File: src/rtl/screensaver_pkg.sv
// rtl/screensaver_pkg.sv - shared screen, logo and palette constants for the screensaver
package screensaver_pkg;

    localparam int H_ACTIVE   = 640;
    localparam int V_ACTIVE   = 480;
    localparam int LOGO_W     = 64;
    localparam int LOGO_H     = 64;
    localparam int NUM_COLORS = 7;
    localparam int CIDX_W     = 3;

    localparam logic [CIDX_W-1:0] COLOR_RESERVED = 3'd7;

    // Reserved white index is never produced; landing on it or past the last colour wraps to 0.
    function automatic logic [CIDX_W-1:0] next_color(input logic [CIDX_W-1:0] idx, input int n);
        if ((idx >= CIDX_W'(n - 1)) || (idx == COLOR_RESERVED)) begin
            return '0;
        end
        return idx + CIDX_W'(1);
    endfunction

endpackage

File: src/rtl/bounce_axis.sv
// rtl/bounce_axis.sv - one axis of logo motion: position, direction and edge-hit detect
module bounce_axis #(
    parameter int MAX   = 576,
    parameter int START = 0,
    parameter int STEP  = 1
) (
    input  logic       clk,
    input  logic       rst_n,
    input  logic       step_en,
    output logic [9:0] pos,
    output logic       hit
);
    import screensaver_pkg::*;

    localparam int          START_C = (START > MAX) ? MAX : START;
    localparam logic [10:0] MAX_L   = 11'(MAX);
    localparam logic [10:0] STEP_L  = 11'(STEP);
    localparam logic [10:0] START_L = 11'(START_C);

    logic [9:0]  r_pos;
    logic        r_dir;
    logic [10:0] w_sum;
    logic [9:0]  w_next_pos;
    logic        w_next_dir;
    logic        w_hit;

    // 11-bit sum so p+STEP near MAX cannot wrap before the compare.
    assign w_sum = {1'b0, r_pos} + STEP_L;

    always_comb begin
        w_next_pos = r_pos;
        w_next_dir = r_dir;
        w_hit      = 1'b0;
        if (step_en) begin
            if (!r_dir) begin
                if (w_sum >= MAX_L) begin
                    w_next_pos = MAX_L[9:0];
                    w_next_dir = 1'b1;
                    w_hit      = 1'b1;
                end else begin
                    w_next_pos = w_sum[9:0];
                end
            end else begin
                if ({1'b0, r_pos} <= STEP_L) begin
                    w_next_pos = '0;
                    w_next_dir = 1'b0;
                    w_hit      = 1'b1;
                end else begin
                    w_next_pos = r_pos - STEP_L[9:0];
                end
            end
        end
    end

    always_ff @(posedge clk) begin
        if (!rst_n) begin
            r_pos <= START_L[9:0];
            r_dir <= 1'b0;
        end else begin
            r_pos <= w_next_pos;
            r_dir <= w_next_dir;
        end
    end

    assign pos = r_pos;
    assign hit = w_hit;

endmodule

File: src/rtl/logo_motion.sv
// rtl/logo_motion.sv - per-frame bouncing-logo position and colour controller
module logo_motion #(
    parameter int H_ACTIVE   = screensaver_pkg::H_ACTIVE,
    parameter int V_ACTIVE   = screensaver_pkg::V_ACTIVE,
    parameter int LOGO_W     = screensaver_pkg::LOGO_W,
    parameter int LOGO_H     = screensaver_pkg::LOGO_H,
    parameter int START_X    = 100,
    parameter int START_Y    = 50,
    parameter int STEP       = 1,
    parameter int NUM_COLORS = screensaver_pkg::NUM_COLORS
) (
    input  logic       clk,
    input  logic       rst_n,
    input  logic       frame_tick,
    input  logic       pause,
    output logic [9:0] logo_x,
    output logic [9:0] logo_y,
    output logic [2:0] color_index,
    output logic       bounce,
    output logic       corner
);
    import screensaver_pkg::*;

    localparam int X_MAX = H_ACTIVE - LOGO_W;
    localparam int Y_MAX = V_ACTIVE - LOGO_H;

    logic                w_update;
    logic                w_hit_x;
    logic                w_hit_y;
    logic [CIDX_W-1:0]   r_color;
    logic                r_bounce;
    logic                r_corner;

    // A paused tick is dropped outright rather than held for later.
    assign w_update = frame_tick & ~pause;

    bounce_axis #(.MAX(X_MAX), .START(START_X), .STEP(STEP)) u_axis_x (
        .clk     (clk),
        .rst_n   (rst_n),
        .step_en (w_update),
        .pos     (logo_x),
        .hit     (w_hit_x)
    );

    bounce_axis #(.MAX(Y_MAX), .START(START_Y), .STEP(STEP)) u_axis_y (
        .clk     (clk),
        .rst_n   (rst_n),
        .step_en (w_update),
        .pos     (logo_y),
        .hit     (w_hit_y)
    );

    // A corner is a single bounce event, so the colour advances once.
    always_ff @(posedge clk) begin
        if (!rst_n) begin
            r_color  <= '0;
            r_bounce <= 1'b0;
            r_corner <= 1'b0;
        end else begin
            r_bounce <= w_hit_x | w_hit_y;
            r_corner <= w_hit_x & w_hit_y;
            if (w_hit_x | w_hit_y) begin
                r_color <= next_color(r_color, NUM_COLORS);
            end
        end
    end

    assign color_index = r_color;
    assign bounce      = r_bounce;
    assign corner      = r_corner;

endmodule
File: config.mk
export PLATFORM = sky130hd
export DESIGN_NAME = logo_motion
export DESIGN_NICKNAME = d
export VERILOG_FILES = /design/src/rtl/screensaver_pkg.sv /design/src/rtl/bounce_axis.sv /design/src/rtl/logo_motion.sv
export SDC_FILE = /design/constraint.sdc
export NUM_CORES = 1
export LEC_CHECK = 0
export CAP_MARGIN = 10
export CORE_MARGIN = 10
export CORE_UTILIZATION = 30
export DETAILED_ROUTE_END_ITERATION = 10
export GPL_ROUTABILITY_DRIVEN = 1
export SETUP_SLACK_MARGIN = 0.1
export SKIP_LAST_GASP = 1
export SLEW_MARGIN = 40
export SYNTH_ARGS = -nofsm -noshare
export SYNTH_HDL_FRONTEND = slang
export SYNTH_SLANG_ARGS = --single-unit
File: constraint.sdc
create_clock -name clk -period 4.2 [get_ports clk]
set_input_delay 0.42 -clock clk [delete_from_list [all_inputs] [get_ports clk]]
set_output_delay 0.42 -clock clk [all_outputs]
set_load 0.01 [all_outputs]
==> run summary <==
Multiplexer area fraction after synthesis: 2.44%
Placed Area: 2430 µm²
Num CTS Buffers: 3
Post-synth top area share: 25.1%
Warnings from Yosys: 0
Main combinational cell family by area after synthesis: compound AO/OA/AOI/OAI gates
Final TNS setup: 0 ps
Antenna viol nets, final: 0
Clock Latency Late Sink: 280 ps
# setup viols final: 0
TritonCTS clock tree: done
N_diodes: 0
Core Box Area: 6870 µm²
FF+latch count, synth: 27
Final hold vios: 0
Hold Path End: color_index[2]
DRT iter0 DRCs: 283
R2R setup slack: 1650 ps
Critical path data arrival time: 2730 ps
CTS root buffer: clkbuf_8
Area leader, netlist: dfxtp_1
Skew final: 2.84 ps
WP depth: 7
Post-CTS setup buffer count: 0
Final Util: 36.0%
Slew headroom: 51.8%
Post-synthesis simple-gate area fraction: 27.0%
Final wirelength: 6260 µm
Post-synth EDFFs: 0
Most area-consuming cells after synthesis: dfxtp_1, a21oi_1, o21ai_0, ha_1, nand2_1
Port buffer count: 28
Top Family by Delay on Critical Path: compound AO/OA/AOI/OAI gates
CP Max Fanout: 11
CTS Buffer Depth: 2
Buf/Inv on CP: 1
Peak Freq: 392 MHz
Crit Path Class: register to register
Status: finished clean
Final instance area: 2470 µm²
Avg Cell Area, Syn: 7.42 µm²
Fin crit share: 60.7%
Leakage: 0.781 nW
Startpoint type of the worst setup path: register
Synth Cell Area: 2150 µm²
Drt pass-1 iters: 6
Power density cells: 196 nW/µm²
Routed len/inst: 16.1 µm
Max Cap Viol: 0
Synthesized-area fraction occupied by adder cells: 4.07%
Detailed placer's ending HPWL: 4310 µm
Post-synth top cells: a21oi_1, dfxtp_1, nand2_1, nor2_1, o21ai_0
Least-Margin Pin Slew: 723 ps
CP Capture Type: register
Routability cong.: 0.847
Boundary Pins: 29
Post-synth ARST share: 0%
Layout cell share with drive strength beyond 1: 8.16%
Clk sinks: 27
Most instantiated library cell after synthesis: a21oi_1
Vias in the first global route: 2162
WHS Path Cells: 2
Die area: 11000 µm²
GR Overflow Total: 0
CP required: 4380 ps
Max incr delay on CP: 590 ps
Initial antenna violation count: 0
Clock slew at reported path FFs: 100 ps
R2R Path Start: u_axis_y.pos[0]
Post-synthesis compound-gate area fraction: 31.0%
Worst-case reg-to-reg path depth: 7
Hold Crit Start: color_index[2]
CTS H-tree depth: 1
Worst min path class: register to register
Area grow syn2layout: 14.8%
Slowest cell on crit path: dfxtp_1
Die width: 105 µm
R2r endpoint: bounce
Netlist cell types: 62
GRT Overall Usage: 11.0%
Via count: 2285
Sequential share of the synthesized area: 25.1%
Die height: 105 µm
Max-slew violations: 0
Row Count: 30
Synth Flop Type: dfxtp_1
Largest net degree at the start of global routing: 27
XOR/XNOR Fraction of Synth Area: 1.22%
Syn Nets: 301
Post-cts sizing count: 0
First-pass GRT wire length: 10600 µm
Critical path cell sequence: ha_1 > inv_1 > o41ai_1 > o32ai_1 > nor3_2 > o32ai_4 > and2_1
CTS Hold Buffers Added: 0
Mapped Cells: 290
RSZ-0062 raised after global routing: false
DRC errors left: 0
Max IR drop VDD: 0.138 mV
Starting Density: 31.3%
Fin nets: 306
Drt via density: 5.86
Minimum clock period: 2550 ps
-- registers in the layout (all words and copies together), names as in the netlist --
| register | flops |
|---|---|
| u_axis_y.pos | 10 |
| u_axis_x.pos | 10 |
| corner | 1 |
| bounce | 1 |
| u_axis_x.r_dir | 1 |
| u_axis_y.r_dir | 1 |
| color_index | 3 |
-- worst max-delay path by stage --
stage,from,end
6_report,u_axis_y.pos[0],bounce
5_1_grt,u_axis_y.pos[0],bounce
4_1_cts,u_axis_y.pos[0],bounce
3_5_place_dp,u_axis_y.pos[0],bounce
3_3_place_gp,u_axis_y.pos[0],bounce
2_1_floorplan,u_axis_x.pos[7],color_index[0]
-- per-stage QoR --
step | power [mW] | hold WS [ps] | cells | worst slack [ps]
CTS | 0.487 | 506 | 390 | 1690
global route | 0.505 | 533 | 390 | 1340
floorplan | 0.309 | 498 | 290 | 1990
detailed placement | 0.330 | 487 | 386 | 1680
global placement | 0.328 | 478 | 386 | 1670
finish | 0.483 | 504 | 390 | 1650
-- power by group --
part / leakage (nW) / switching, mW / internal [mW]
Clock: 0.0228 / 0.0914 / 0.0683
Sequential: 0.219 / 0.00917 / 0.260
Combinational: 0.540 / 0.0338 / 0.0212
-- placed cells by master (no fill, tap or decap), types with 3 or more instances in the layout --
| cell type | synthesis | final |
|---|---|---|
| a21oi_1 | 28 | 28 |
| a31oi_1 | 3 | 3 |
| or2_2 | 3 | 3 |
| nor4_1 | 5 | 5 |
| nand3b_1 | 3 | 3 |
| o31ai_1 | 3 | 3 |
| nand4_1 | 7 | 7 |
| nand3_1 | 15 | 15 |
| nor2_1 | 21 | 21 |
| ha_1 | 7 | 7 |
| buf_4 | 0 | 3 |
| dfxtp_1 | 27 | 27 |
| clkbuf_8 | 0 | 3 |
| mux2i_1 | 3 | 3 |
| o41ai_1 | 3 | 3 |
| a211oi_1 | 5 | 5 |
| clkdlybuf4s50_1 | 0 | 28 |
| nand2_1 | 21 | 21 |
| inv_1 | 12 | 12 |
| o21ai_0 | 19 | 19 |
| nor3_1 | 11 | 11 |
| a221oi_1 | 3 | 3 |
| o211ai_1 | 5 | 5 |
-- worst min-delay path, stage by stage, from the launching register on --
cell	delay (ps)
dfxtp_1	350
nand2_1	70
o2bb2ai_1	50
-- layer usage --
| layer | part of all wire [%] | vias to the layer above | track usage [%] |
|---|---|---|---|
| met4 | 1.2 | 0 | 3.24 |
| met5 | 0 | - | 0 |
| li1 | - | 1098 | - |
| met3 | 5.3 | 8 | 1.60 |
| met2 | 45 | 78 | 16.9 |
| met1 | 48 | 1101 | 15.5 |
-- final cells by class --
type | count | area, µm²
Tap cell | 96 | 120
Timing Repair Buffer | 31 | 303
Multi-Input combinational cell | 220 | 1420
Sequential cell | 27 | 541
Inverter | 12 | 45.0
Fill cell | 728 | 4400
Clock buffer | 4 | 45.0
-- cell families (layout without fill, tap and decap cells) --
logic type      count (synthesis)  count (layout)
buf+inv                        43              47
mux                             5               5
fa+ha+maj                       7               7
compound gates                 96              96
simple gates                  109             109
flops                          27              27
xor+xnor                        3               3
Note: power is estimated with default switching activity, not from simulation.
